==> config.mk <==
export PLATFORM = sky130hd
export DESIGN_NAME = count_display_mon
export DESIGN_NICKNAME = d
export VERILOG_FILES = /design/src/rtl/count_display_mon.sv
export SDC_FILE = /design/constraint.sdc
export NUM_CORES = 1
export LEC_CHECK = 0
export CAP_MARGIN = 25
export CORE_MARGIN = 1.5
export CORE_UTILIZATION = 57
export CTS_BUF_LIST = sky130_fd_sc_hd__clkbuf_4 sky130_fd_sc_hd__clkbuf_8
export DETAILED_ROUTE_END_ITERATION = 8
export GPL_TIMING_DRIVEN = 0
export PLACE_DENSITY = 0.88
export SYNTH_ARGS = -nofsm -noshare
export SYNTH_HDL_FRONTEND = slang
export SYNTH_SLANG_ARGS = --single-unit
==> constraint.sdc <==
create_clock -name clk -period 3.3 [get_ports clk]
set_input_delay 0.495 -clock clk [delete_from_list [all_inputs] [get_ports clk]]
set_output_delay 0.495 -clock clk [all_outputs]
set_load 0.02 [all_outputs]
==> src/rtl/count_display_mon.sv <==
// Two-digit multiplexed 7-segment display of a 0..15 counter value, plus
// detection and saturating counting of 15->0 / 0->15 wrap events.
module count_display_mon #(
  parameter logic [15:0] REFRESH_DIV = 16'd50000
) (
  input  logic       clk,
  input  logic       rst,
  input  logic [3:0] count,
  output logic [6:0] seg,
  output logic [1:0] an,
  output logic       ovf_pulse,
  output logic       unf_pulse,
  output logic [7:0] wrap_cnt
);

  logic [3:0]  cnt_q;
  logic        prev_valid_q;
  logic [15:0] refresh_q, refresh_d;
  logic        sel_q, sel_d;
  logic        ovf_q, ovf_d;
  logic        unf_q, unf_d;
  logic [7:0]  wrap_q, wrap_d;
  logic [6:0]  seg_q, seg_d;
  logic [1:0]  an_q, an_d;
  logic        tens;
  logic [3:0]  ones;
  logic        refresh_last;

  function automatic logic [6:0] pattern(input logic [3:0] digit);
    logic [6:0] p;
    case (digit)
      4'd0:    p = 7'b1000000;
      4'd1:    p = 7'b1111001;
      4'd2:    p = 7'b0100100;
      4'd3:    p = 7'b0110000;
      4'd4:    p = 7'b0011001;
      4'd5:    p = 7'b0010010;
      4'd6:    p = 7'b0000010;
      4'd7:    p = 7'b1111000;
      4'd8:    p = 7'b0000000;
      4'd9:    p = 7'b0010000;
      default: p = 7'h7F;
    endcase
    return p;
  endfunction

  always_comb begin
    // Wrap detection is purely value-based: previous sample vs. incoming value.
    ovf_d = prev_valid_q && (cnt_q == 4'd15) && (count == 4'd0);
    unf_d = prev_valid_q && (cnt_q == 4'd0) && (count == 4'd15);

    wrap_d = wrap_q;
    if ((ovf_d || unf_d) && (wrap_q != 8'hFF)) begin
      wrap_d = wrap_q + 8'd1;
    end

    refresh_last = (refresh_q == REFRESH_DIV - 16'd1);
    refresh_d    = refresh_last ? 16'd0 : refresh_q + 16'd1;
    sel_d        = sel_q ^ refresh_last;

    tens = (cnt_q >= 4'd10);
    ones = tens ? cnt_q - 4'd10 : cnt_q;

    an_d  = 2'b11;
    seg_d = 7'h7F;
    if (!sel_q) begin
      an_d  = 2'b10;
      seg_d = pattern(ones);
    end else if (tens) begin
      an_d  = 2'b01;
      seg_d = pattern(4'd1);
    end
  end

  always_ff @(posedge clk) begin
    if (rst) begin
      cnt_q        <= 4'd0;
      prev_valid_q <= 1'b0;
      refresh_q    <= 16'd0;
      sel_q        <= 1'b0;
      ovf_q        <= 1'b0;
      unf_q        <= 1'b0;
      wrap_q       <= 8'd0;
      an_q         <= 2'b11;
      seg_q        <= 7'h7F;
    end else begin
      cnt_q        <= count;
      prev_valid_q <= 1'b1;
      refresh_q    <= refresh_d;
      sel_q        <= sel_d;
      ovf_q        <= ovf_d;
      unf_q        <= unf_d;
      wrap_q       <= wrap_d;
      an_q         <= an_d;
      seg_q        <= seg_d;
    end
  end

  assign seg       = seg_q;
  assign an        = an_q;
  assign ovf_pulse = ovf_q;
  assign unf_pulse = unf_q;
  assign wrap_cnt  = wrap_q;

endmodule

; ---- After elaboration in Yosys (flattened, before gate mapping)
; Memory sizes are Yosys's and may differ from the RTL's.
; Cells that the tools add are included.
[totals]
ff_bits = 41
mem_bits_ro = 112
input_bits = 6
elab_cells = 37
memories = 1
[mem_list]
columns = name, words, word_bits, read_ports, rd_clocked_by_memory_dff, wr, line
row1 = (name not given), 16, 7, 1, 0, 0, 31  ; case (digit)
[op_classes]
addsub = 3
magnitude_cmp = 1
eq_ne = 4
muxes = 6
n_bitwise = 2
reduce_logical = 10
[ops]
columns = op, n
row1 = $add A16 B1 Y16 const B, 1
row2 = $eq A16 B16 Y1 const B, 1
row3 = $add A8 B1 Y8 const B, 1
row4 = $eq A4 B4 Y1 const B, 2
row5 = $logic_not A4 Y1, 2
row6 = $ne A8 B8 Y1 const B, 1
row7 = $mux W7, 1
row8 = $logic_and A1 B1 Y1, 5
row9 = $ge A4 B4 Y1 const B, 1
row10 = $mux W4, 1
row11 = $reduce_or A2 Y1, 2
row12 = $sub A4 B4 Y4 const B, 1
row13 = $mux W3, 1
row14 = $mux W1, 2
row15 = $mux W2, 1
row16 = $logic_or A1 B1 Y1, 1
row17 = $not A1 Y1, 1
row18 = $xor A1 B1 Y1, 1

; ---- Logic depth before layout (Yosys ltp)
[depth]
depth_word = 5
mapped_depth = 7

; ---- Worst setup path before layout
; OpenSTA, ideal clock, no wires.
[synth_timing]
path_kind = in2reg
start = input port count[1]
end = register wrap_q[7] (netlist: wrap_cnt[7])
setup_ps = 115
arrival_time_ps = 2077
t_required_ps = 3185
slack_ps = 1108
stages = 5
path_buffers = 0
path_cell_list = or4b_1 or4_4 a21oi_1 a31oi_1 o21a_1
[synth_via]
elab_chain_len = 4
[synth_lines]
columns = element, line
row1 = "start, declared", 8  ; input logic [3:0] count,
row2 = $eq A4 B4 Y1 or $logic_not A4 Y1 (tied branches), "50, 49"
row3 = $logic_and A1 B1 Y1 (on tied branches), "50, 49"
row4 = $logic_or A1 B1 Y1 (*), 53  ; if ((ovf_d || unf_d) && (wrap_q != 8'hFF)) begin
row5 = $logic_and A1 B1 Y1 (*), 53
row6 = "end signal, assigned", 93  ; wrap_q <= wrap_d;
row7 = "end, declared", 22  ; logic [7:0] wrap_q, wrap_d;
; Every way passes the cells marked *; elsewhere a longest branch is shown, timed or not.
; A chain may end at the register's enable or synchronous reset.

; ---- Worst setup path in the final report
; Ends and elaborated chain as after synthesis.

==> impl_metrics.toml <==
[pwr]
swShare_pct = 23.8
p_sw_mw = 0.205
p_per_area_nw_per_um2 = 412
power_frac_comb_pct = 9.8
p_int_mw = 0.657
vdd.ir_drop.worst_v = 0.000259
p_seq_share_pct = 60.1
p_leak_nw = 0.757
clkPwrFrac_pct = 30.2

[setup_path]
path_class = "in2reg"
critical_path_arrival_ps = 2610
end_kind = "flip-flop"
slowest_stage = "or4_4"
cp_cell_sequence = "clkdlybuf4s50_1, or4b_1, or4_4, a21oi_1, a31oi_1, o21a_1"
cp_num_buf_inv = 1
cp_top_family = "simple AND/OR/NAND/NOR gates"
required_ps = 3560
slowest_delay_ps = 580
rrSetupSlack_ps = 1110
cp_max_fo = 5
worst_setup_path_start_kind = "primary input"

[timing]
slew_violations = 0
relSlewSlack_pct = 55.2
timing.final.crit_share_pct = 71.3
rsz0062_at_grt = "no"
final.min_clock_period_ps = 2350
finalHoldViolCount = 0
fin_skew_ps = 8.47
tightest_slew_ps = 671
fmax_ghz = 0.425
fin_tns_setup_ps = 0
setup_viol = 0

[final_layout]
area_growth_syn_to_layout_pct = 18.7
nNetsFinal = 242
num_antenna_cells = 0
seqCellArea_um2 = 821
drive_gt1_share_pct = 5.22
post-route-util_pct = 69.8
multi_input_area_um2 = 892
n_fill_cell = 231

[logic_synthesis]
postSynthCellCount = 200
ys_ff_latch = 41
synth_edf_count = 0
synthTopCellsByArea = "dfxtp_1 46%, nor2_1 8.1%, xnor2_1 6.0%"
synthDistinctLibCells = 35
yosys.area.top_type = "dfxtp_1"
yosysTopAreaCellShare_pct = 46.5
yosysWarningCount = 0
avgSynthCellArea_um2 = 8.83
synthTopCellsByCount = "41 x dfxtp_1, 38 x nor2_1, 17 x nand2_1"
ys.flop_type = "dfxtp_1"
yosysSeqAreaShare_pct = 46.5
syn_nets = 212
syn_area_um2 = 1770
async_flop_share_pct = 0
synthMostInstantiatedCell = "dfxtp_1"

[grt]
grt_usage_pct = 21.6
antenna_found_initial = 0
grt_max_degree = 12
grt_pass1_wl_um = 5640
grt-ovfl-total = 0
grt_pass1_vias = 1333

[routing]
wirelength_um = 3100
vias = 1416
drc = 0
wl_per_cell_um = 11.8
via_per_inst = 5.38
ant_nets = 0
drtIter0Drc = 44
firstDrtPassIters = 6

[flow_run]
drv_cap = 0

[clocking]
tritoncts = "done"
htree_levels = 2
cts.sinks = 41
holdBufCountCts = 0
cts_root_buffer = "clkbuf_4"
ctsLongestPathBuffers = 2
postCtsSetupBuffers = 0
clock_latency_ps = 350
cts.reportedPaths.clkPinSlew_ps = 110
numCtsBuffers = 5
cts_resized = 0

[placement]
gp_congestion = 0.850
hpwl_um = 2240
port_buffers = 23

[min_path]
min_path_type = "reg2reg"

[floorplan]
rows = 20
die_h_um = 58.7
die_w_um = 58.7
initial_core_util_pct = 58.8
core-area_um2 = 3000
ios = 25
die-area_um2 = 3440

[status]
status = "finished clean"
[layout by cell type, fill, tap and decap left out, drive strengths merged, types with 7 or more instances in the layout]
cell type       n
nand4           7
xnor2          12
nor2           38
inv            10
nand3           7
a21oi           9
o21ai           7
dfxtp          41
clkbuf         11
xor2            8
nand2          17
clkdlybuf4s50  23
[cell families after synthesis]
kind of cell,share of synthesized area (%)
compound gates,9.78
xor+xnor,9.92
fa+ha+maj,4.25
buf+inv,2.98
flops,46.5
mux,1.70
simple gates,24.9
[power by group through the flow]
stage	combinational, mW	sequential, mW	clock, mW
CTS	0.0842	0.518	0.270
global route	0.0922	0.521	0.291
finish	0.0841	0.518	0.260
global placement	0.0822	0.529	0
floorplan	0.0406	0.540	0
detailed placement	0.0839	0.529	0
[worst reg2reg max path, stage by stage, from the launching register on]
cell and delay, ps:
dfxtp_1 470, or4b_1 460, or4_4 580, a21oi_1 280, a31oi_1 120, o21a_1 190
[final timing paths]
path / depth (start not counted) / to / from
worst min-delay path: 1 / refresh_q[0]$_SDFF_PP0_ / refresh_q[0]$_SDFF_PP0_
worst max-delay path: 6 / wrap_cnt[7]$_SDFFE_PP0P_ / count[1]
worst max register to register: 5 / wrap_cnt[7]$_SDFFE_PP0P_ / cnt_q[0]$_SDFF_PP0_
worst min register to register: 1 / refresh_q[0]$_SDFF_PP0_ / refresh_q[0]$_SDFF_PP0_
[metrics by stage]
stage	cell area [um2]	hold WS, ps	std cells	power (mW)	worst slack [ps]
after floorplan	1770	426	200	0.580	1110
after global placement	2040	443	256	0.611	606
after detailed placement	2040	453	256	0.613	591
after CTS	2100	469	263	0.872	985
after global routing	2100	500	263	0.904	871
final	2100	473	263	0.862	947
[layout make-up]
cell class	count	share of cell area, %
Sequential cell	41	39.2
Clock buffer	7	2.81
Timing Repair Buffer	23	11.0
Tap cell	33	1.97
Buffer	4	0.716
Multi-Input combinational cell	145	42.6
Inverter	10	1.79
[routing by layer]
layer | vias up | wire [um] | GRT usage [%] | share of wire [%]
li1 | 738 | - | - | -
met1 | 644 | 1460 | 25.2 | 47
met2 | 28 | 1440 | 35.6 | 46
met3 | 6 | 145 | 6.37 | 4.7
met4 | 0 | 64 | 11.7 | 2.1
met5 | - | 0 | 0 | 0
[flip-flops by register name, indices dropped and copies added (netlist names), 2 cells and up]
signal     count
an             2
wrap_cnt       8
refresh_q     16
seg            7
cnt_q          4
Power figures use the tool's default switching activity.
